$ cat config.mk
export PLATFORM = sky130hd
export DESIGN_NAME = sync_packet_framer
export DESIGN_NICKNAME = d
export VERILOG_FILES = /design/src/rtl/sync_packet_framer.sv
export SDC_FILE = /design/constraint.sdc
export NUM_CORES = 1
export LEC_CHECK = 0
export ABC_AREA = 1
export BUFFER_PORTS_ARGS = -buffer_cell sky130_fd_sc_hd__buf_2
export CAP_MARGIN = 30
export CORE_ASPECT_RATIO = 0.9
export CORE_MARGIN = 5
export CORE_UTILIZATION = 50
export CTS_BUF_LIST = sky130_fd_sc_hd__clkbuf_2
export DETAILED_ROUTE_END_ITERATION = 16
export PLACE_DENSITY = 0.76
export SETUP_SLACK_MARGIN = 0.2
export SLEW_MARGIN = 20
export SYNTH_ARGS = -nofsm -noshare
export SYNTH_HDL_FRONTEND = slang
export SYNTH_SLANG_ARGS = --single-unit
$ cat constraint.sdc
create_clock -name clk -period 6.5 [get_ports clk]
set_input_delay 1.95 -clock clk [delete_from_list [all_inputs] [get_ports clk]]
set_output_delay 1.95 -clock clk [all_outputs]
set_load 0.1 [all_outputs]
$ cat src/rtl/sync_packet_framer.sv
// rtl/sync_packet_framer.sv - serial sync-word hunter and payload framer
// Define FRAMER_STATS_EN to build the pkt_count/abort_count statistics counters.
module sync_packet_framer #(
    parameter int                SYNC_W       = 32,
    parameter logic [SYNC_W-1:0] SYNC_PATTERN = 32'hA5A5A5A5,
    parameter int                LEN_W        = 16,
    parameter int                MAX_ERR      = 0
) (
    input  logic              clk,
    input  logic              rst_n,
    input  logic              data,
    input  logic              data_valid,
    input  logic [SYNC_W-1:0] sync_mask,
    input  logic [LEN_W-1:0]  payload_len,
    input  logic              abort,
    output logic              newpacket,
    output logic              payload_bit,
    output logic              payload_valid,
    output logic              sop,
    output logic              eop,
    output logic [15:0]       pkt_count,
    output logic [15:0]       abort_count
);

    localparam int FILL_W = $clog2(SYNC_W + 1);

    typedef enum logic {HUNT, PAYLOAD} state_t;

    state_t state_q, state_d;

    // Only the SYNC_W-1 oldest bits are stored; the incoming bit completes the window.
    logic [SYNC_W-2:0] sh_q;
    logic [FILL_W-1:0] fill_q;
    logic [LEN_W-1:0]  cnt_q;
    logic [LEN_W-1:0]  len_q;

    logic [SYNC_W-1:0] cand;
    logic [SYNC_W-1:0] diff;
    logic [FILL_W-1:0] err_cnt;
    logic              fill_full;
    logic              match;
    logic              last_bit;

    assign cand      = {sh_q, data};
    assign diff      = (cand ^ SYNC_PATTERN) & sync_mask;
    // Requiring SYNC_W fresh bits stops a match borrowing bits from before a packet or abort.
    assign fill_full = (fill_q == FILL_W'(SYNC_W - 1));
    // A captured length of 0 wraps to all ones, giving 2^LEN_W payload bits.
    assign last_bit  = (cnt_q == len_q - LEN_W'(1));

    always_comb begin
        err_cnt = '0;
        for (int i = 0; i < SYNC_W; i++) begin
            err_cnt = err_cnt + FILL_W'(diff[i]);
        end
    end

    assign match = data_valid && !abort && (|sync_mask) && fill_full
                   && (int'(err_cnt) <= MAX_ERR);

    always_ff @(posedge clk) begin
        if (!rst_n) begin
            state_q <= HUNT;
        end else begin
            state_q <= state_d;
        end
    end

    always_comb begin
        state_d = state_q;
        case (state_q)
            HUNT: begin
                if (match) begin
                    state_d = PAYLOAD;
                end
            end
            PAYLOAD: begin
                if (abort) begin
                    state_d = HUNT;
                end else if (data_valid && last_bit) begin
                    state_d = HUNT;
                end
            end
            default: state_d = HUNT;
        endcase
    end

    assign newpacket = (state_q == PAYLOAD);

    always_ff @(posedge clk) begin
        if (!rst_n) begin
            sh_q          <= '0;
            fill_q        <= '0;
            cnt_q         <= '0;
            len_q         <= '0;
            payload_bit   <= 1'b0;
            payload_valid <= 1'b0;
            sop           <= 1'b0;
            eop           <= 1'b0;
        end else begin
            payload_valid <= 1'b0;
            sop           <= 1'b0;
            eop           <= 1'b0;
            if (state_q == HUNT) begin
                if (abort || match) begin
                    sh_q   <= '0;
                    fill_q <= '0;
                    if (match) begin
                        cnt_q <= '0;
                        len_q <= payload_len;
                    end
                end else if (data_valid) begin
                    sh_q <= cand[SYNC_W-2:0];
                    if (!fill_full) begin
                        fill_q <= fill_q + FILL_W'(1);
                    end
                end
            end else begin
                sh_q   <= '0;
                fill_q <= '0;
                if (abort) begin
                    cnt_q <= '0;
                end else if (data_valid) begin
                    payload_bit   <= data;
                    payload_valid <= 1'b1;
                    sop           <= (cnt_q == '0);
                    eop           <= last_bit;
                    cnt_q         <= last_bit ? '0 : cnt_q + LEN_W'(1);
                end
            end
        end
    end

`ifdef FRAMER_STATS_EN
    always_ff @(posedge clk) begin
        if (!rst_n) begin
            pkt_count   <= '0;
            abort_count <= '0;
        end else if (state_q == PAYLOAD) begin
            if (abort) begin
                abort_count <= abort_count + 16'd1;
            end else if (data_valid && last_bit) begin
                pkt_count <= pkt_count + 16'd1;
            end
        end
    end
`else
    assign pkt_count   = '0;
    assign abort_count = '0;
`endif

endmodule

Word-level counts from Yosys, hierarchy flattened
Cells that the tools add are included.
{"block": "classes", "n_addsub": 34, "n_mul": 0, "div": 0, "order_cmp": 1, "eq_ne": 3, "n_shift": 0, "n_mux": 11, "bitwise": 7, "reduce_logical": 18}
{"cell": "6-bit by 1-bit adder with 6-bit output", "n": 26}
{"cell": "16-bit two-way mux", "n": 6}
{"cell": "32-bit bitwise AND", "n": 1}
{"cell": "32-bit OR reduction", "n": 1}
{"cell": "16-bit by 1-bit adder with 16-bit output (second input constant)", "n": 1}
{"cell": "16-bit equality test", "n": 1}
{"cell": "16-bit zero test", "n": 1}
{"cell": "16-bit NOT", "n": 1}
{"cell": "16-bit by 1-bit subtractor with 16-bit output (second input constant)", "n": 1}
{"cell": "3-bit AND reduction", "n": 3}
{"cell": "5-bit by 1-bit adder with 6-bit output", "n": 1}
{"cell": "6-bit by 1-bit adder with 6-bit output (second input constant)", "n": 1}
{"cell": "6-bit by 5-bit equality test with 1-bit output (second input constant)", "n": 1}
{"cell": "6-bit by 1-bit <= comparator with 1-bit output (second input constant)", "n": 1}
{"cell": "3-bit OR reduction", "n": 2}
{"cell": "4-bit by 1-bit adder with 5-bit output", "n": 1}
{"cell": "1-bit logical AND", "n": 5}
{"cell": "1-bit NOT", "n": 5}
{"cell": "3-bit by 1-bit adder with 4-bit output", "n": 1}
{"cell": "1-bit two-way mux", "n": 4}
{"cell": "2-bit nonzero test", "n": 2}
{"cell": "4-bit OR reduction", "n": 1}
{"cell": "2-bit by 1-bit adder with 3-bit output", "n": 1}
{"cell": "3-bit inequality test (second input constant)", "n": 1}
{"cell": "other kinds (5)", "n": 5}
{"block": "totals", "register_bits": 74, "latch_bits": 0, "ram_bits": 0, "romBits": 0, "input_bits": 53, "out_inout_bits": 37, "n_memories": 0}

Depth between registers and ports, before layout
{"block": "depth", "word_depth": 38, "ltp_mapped": 26, "mapped_depth_nobuf": 26}

Worst setup path after synthesis
No wires, ideal clock.
{"block": "synth_path", "path_kind": "input-to-reg", "start": "input port data", "end": "register cnt_q[6]", "setup_ps": 116, "arrival_ps": 6766, "required_time_ps": 6384, "slack_ps": -382, "stages": 19, "n_path_buf": 0, "cell_sequence": "inv_1 -> nand2_1 -> fa_1 -> fa_1 -> inv_1 -> fa_1 -> fa_1 -> fa_1 -> fa_1 -> ha_1 -> fa_1 -> nor2_1 -> nand4_1 -> nor2_2 -> nand2_2 -> a21boi_4 -> nand2_1 -> xor2_1 -> nor2_2"}
{"block": "synth_between", "elab_chain_len": 38, "word_cells_on_any_way": 39}
{"element": "start, declared", "line": "11", "source": "input logic data,"}
{"element": "16-bit NOT (no line) *"}
{"element": "32-bit bitwise AND *", "line": "45", "source": "assign diff = (cand ^ SYNC_PATTERN) & sync_mask;"}
{"element": "1-bit by 1-bit adder with 2-bit output *", "line": "54", "source": "err_cnt = err_cnt + FILL_W'(diff[i]);"}
{"element": "2-bit by 1-bit adder with 3-bit output *", "line": "54"}
{"element": "3-bit by 1-bit adder with 4-bit output *", "line": "54"}
{"element": "4-bit by 1-bit adder with 5-bit output *", "line": "54"}
{"element": "5-bit by 1-bit adder with 6-bit output *", "line": "54"}
{"element": "6-bit by 1-bit adder with 6-bit output * (26 in series)", "line": "54"}
{"element": "6-bit by 1-bit <= comparator with 1-bit output *", "line": "59", "source": "&& (int'(err_cnt) <= MAX_ERR);"}
{"element": "1-bit logical AND *", "line": "59"}
{"element": "1-bit logical OR", "line": "105", "source": "if (abort || match) begin"}
{"element": "2-bit nonzero test (no line)"}
{"element": "3-bit AND reduction (no line) *"}
{"element": "end signal, assigned", "line": "128", "source": "cnt_q <= last_bit ? '0 : cnt_q + LEN_W'(1);"}
{"element": "end, declared", "line": "34", "source": "logic [LEN_W-1:0] cnt_q;"}
Every way passes the cells marked *; elsewhere a longest branch is shown, timed or not.
A chain may end at the register's enable or synchronous reset.

Worst setup path after layout
{"block": "layout_path", "start": "input port sync_mask[13]", "end": "register cnt_q[9]"}
{"block": "layout_between", "elab_chain_len": 25, "word_cells_on_any_way": 29}
{"element": "start, declared", "line": "13", "source": "input logic [SYNC_W-1:0] sync_mask,"}
{"element": "32-bit bitwise AND", "line": "45"}
{"element": "6-bit by 1-bit adder with 6-bit output (19 in series)", "line": "54"}
{"element": "6-bit by 1-bit <= comparator with 1-bit output", "line": "59"}
{"element": "1-bit logical AND *", "line": "59"}
{"element": "1-bit logical OR", "line": "105"}
{"element": "2-bit nonzero test (no line)"}
{"element": "3-bit AND reduction (no line) *"}
Marked as above.

==> impl_metrics.py <==
metrics = {
    "run_status": {
        "status": "complete, no violations",
    },
    "clocking": {
        "clkTransAtPathRegs_ps": 210,
        "hold_buffers": 0,
        "root_buffer": "clkbuf_2",
        "cts_made_buffers": 9,
        "tritoncts": "built",
        "htree_levels": 3,
        "cts_max_path_buffers": 2,
        "clk_latency_ps": 550,
        "numClockSinks": 74,
    },
    "place": {
        "gp_congestion": 0.9120,
        "dp_cells": 868,
        "portBuffers": 57,
        "dp_hpwl_um": 8667,
    },
    "floorplanning": {
        "core.rowCount": 34,
        "dieArea_um2": 12020,
        "core_um2": 9699,
        "io_pins": 90,
        "die-height_um": 104.5,
        "die_x_um": 115.0,
        "start_util_pct": 51.17,
    },
    "power_and_ir_drop": {
        "pwr_density_cell_nw_per_um2": 195.4,
        "total_power_w": 0.001154,
        "cell_internal_pwr_w": 0.0007315,
        "p_sw_w": 0.0004229,
        "p_comb_share_pct": 33.9,
        "p_leak_nw": 2.669,
        "ir_drop_mv": 0.1329,
        "seqPwrFrac_pct": 40.0,
        "power.share.switching_pct": 36.64,
        "p_clk_share_pct": 26.1,
    },
    "min_path": {
        "hold_start": "len_q[15]$_SDFFE_PN0P_",
        "hp-class": "reg -> reg",
        "min_to": "len_q[15]$_SDFFE_PN0P_",
        "min_path_cells": 2,
    },
    "synthesis": {
        "yosysTopAreaCellShare_pct": 29.85,
        "synth_compound_area_share_pct": 10.03,
        "ys_seq_area_share_pct": 29.85,
        "synthMuxAreaShare_pct": 0,
        "avgSynthCellArea_um2": 7.142,
        "synth_fa_ha_area_share_pct": 12.45,
        "synth_area_leaders": "dfxtp_1 (30%), nand2_1 (11%), fa_1 (9.7%)",
        "synth.distinct_cells": 37,
        "yosys.area_share.xor_xnor_pct": 3.882,
        "netlist_instances": 695,
        "synth_top_family_by_area": "simple AND/OR/NAND/NOR gates",
        "ys_ff_latch": 74,
        "ys_warn_count": 0,
        "synthSimpleGateAreaFrac_pct": 29.24,
        "syn_area_um2": 4964,
        "yosysTopAreaCell": "dfxtp_1",
    },
    "route": {
        "antenna_left": 0,
        "drtIter0Drc": 292,
        "vias_per_cell": 5.084,
        "drc_errors": 0,
        "wl_per_cell_um": 13.64,
        "drt-total-wl_um": 12250,
        "vias": 4565,
        "dr.pass1.iters": 7,
    },
    "worst_setup_path": {
        "cp_num_buf_inv": 3,
        "slowest_delay_ps": 580,
        "crit_fanout": 5,
        "path_cells": "buf_6 -> nand2_4 -> fa_2 -> fa_1 -> inv_2 -> fa_1 -> fa_1 -> fa_1 -> fa_1 -> ha_2 -> fa_2 -> nor2_2 -> nand4_1 -> nor2_2 -> nand2_2 -> a21boi_4 -> buf_6 -> nand2_2 -> xor2_1 -> nor2_2",
        "r2r_setup_slack_ps": 1050,
        "path_class": "in -> reg",
        "r2r_end": "cnt_q[9]$_SDFFE_PN0P_",
        "r2r-start": "sh_q[12]$_SDFFE_PP0P_",
        "crit_top_cell": "fa_1",
        "reg2regPathDepth": 20,
        "crit_path_end_kind": "flip-flop",
        "cpLargestDelayFamily": "adder cells",
        "arrival_ps": 6920,
        "crit_path_start_kind": "primary input",
        "required_ps": 6980,
        "cpMaxStageDelayCell": "fa_1",
    },
    "grt": {
        "grt_max_degree": 37,
        "grt_pass1_wl_um": 19310,
        "grt_pass1_vias": 4175,
        "antenna_found_initial": 0,
        "grt_overflow": 0,
        "track_usage_pct": 19.62,
    },
    "sta": {
        "fin_crit_ps": 6439,
        "fin_skew_ps": 27.58,
        "hold_viol": 0,
        "maxSlewViolCount": 0,
        "slew-limit-headroom_pct": 54.36,
        "max_freq_mhz": 155.3,
        "setup_viol": 0,
        "rsz0062_at_grt": "yes",
        "worstMarginPinSlew_ps": 684.6,
        "min_period_over_period_pct": 99.06,
        "holdWs_ps": 485.7,
    },
    "layout": {
        "drive_gt1_share_pct": 23.58,
        "fillers": 867,
        "final_cell_count_no_fill": 898,
        "syn2layout_area_growth_pct": 19.03,
        "n_antenna_cell": 0,
        "final_nets": 855,
    },
    "job": {
        "drv_cap": 0,
    },
}
[kinds of logic after synthesis]
group	count (synthesis)
other	1
adder cells (fa/ha/maj)	35
flip-flops	74
buffers and inverters	154
AO/OA/AOI/OAI	87
XOR/XNOR	22
AND/OR/NAND/NOR	322
[repair_timing]
| item | in CTS | in global routing |
|---|---|---|
| resized for setup | 24 | 45 |
| buffers inserted | 5 | 3 |
| endpoints found under the setup margin | 65 | 70 |
| cloned | 2 | 4 |
| pin swaps | 9 | 10 |
[flip-flops by register name, summed over array words and instances (netlist names)]
register       cells
sop                1
cnt_q             16
newpacket          1
sh_q              31
eop                1
payload_bit        1
len_q             16
payload_valid      1
fill_q             6
[per-stage QoR]
step                utilization [%]  area (um2)  TNS (ps)  setup slack, ps
finish                        60.91        5908         0            60.87
global route                  60.91        5908    -90.49           -20.68
CTS                           58.15        5640         0            98.05
detailed placement            55.03        5338    -33410           -655.6
global placement              55.03        5338    -26390           -520.5
floorplan                         -        5124     -1458           -135.6
[final cells by class]
| cell class | instances | area [um2] | area share [%] |
|---|---|---|---|
| clock buffers | 9 | 45.04 | 0.7624 |
| repair buffers | 79 | 614.3 | 10.40 |
| flip-flops and latches | 74 | 1481 | 25.07 |
| multi-input cells | 500 | 3115 | 52.73 |
| inverters | 103 | 401.6 | 6.798 |
| clock inverters | 7 | 92.59 | 1.567 |
| well taps | 126 | 157.7 | 2.668 |
[worst max-delay path by stage]
stage	from	to	slack, ps	depth (start not counted)
2_1_floorplan	sync_mask[5]	cnt_q[9]$_SDFFE_PN0P_	-140	20
3_3_place_gp	sync_mask[5]	cnt_q[12]$_SDFFE_PN0P_	-520	24
3_5_place_dp	sync_mask[5]	cnt_q[12]$_SDFFE_PN0P_	-660	24
4_1_cts	sync_mask[5]	cnt_q[10]$_SDFFE_PN0P_	100	24
5_1_grt	sync_mask[5]	cnt_q[9]$_SDFFE_PN0P_	-20	22
6_report	sync_mask[13]	cnt_q[9]$_SDFFE_PN0P_	60	20
[tightest hold or removal path, delay by kind of cell, from the launching register on]
kind	cells	cell delay, ps
buf+inv	1	50
compound gates	1	50
flops	1	370
[power groups by stage]
stage | Combinational (W) | Clock (W) | Sequential, W
floorplan | 0.000281 | 0 | 0.000470
global placement | 0.000335 | 0 | 0.000470
detailed placement | 0.000348 | 0 | 0.000470
CTS | 0.000360 | 0.000306 | 0.000462
global route | 0.000436 | 0.000329 | 0.000463
finish | 0.000392 | 0.000301 | 0.000462
[synthesized netlist by cell type]
cell      number
a211oi_1      18
a21boi_4       1
a21oi_1       42
a31oi_1        1
and2_1         1
buf_2          5
buf_4         33
buf_6          1
clkbuf_1      10
clkbuf_2       2
clkinv_1       1
conb_1         1
dfxtp_1       74
fa_1          24
ha_1          11
inv_1         98
inv_2          4
nand2_1      151
nand2_2        5
nand2_4        3
nand2_8        1
nand3_1       24
nand3_2        2
nand3b_1       5
nand4_1        9
nor2_1        87
nor2_2        14
nor2_4         4
nor3_1         6
nor3_2         2
nor4_1         5
o21ai_0       21
o21ai_1        3
o21bai_1       1
or2_2          3
xnor2_1        8
xor2_1        14
[placed cells by master, fill, tap and decap left out, drive strengths merged, types with 9 or more instances in the layout]
cell | synthesis | routed
buf | 39 | 77
nand3 | 26 | 26
a211oi | 18 | 18
clkbuf | 12 | 11
nand2 | 160 | 162
nor2 | 105 | 105
inv | 102 | 103
nand4 | 9 | 9
dfxtp | 74 | 74
conb | 1 | 32
ha | 11 | 11
a21oi | 42 | 42
fa | 24 | 24
xor2 | 14 | 14
o21ai | 24 | 24
[per-layer routing]
metal / share of wire [%] / GRT usage (%) / vias up
met1: 44 / 27.69 / 2127
li1: - / - / 2252
met2: 48 / 30.62 / 171
met4: 1.2 / 4.694 / 0
met3: 7.0 / 4.305 / 15
met5: 0 / 0 / -
Power figures use the tool's default switching activity.
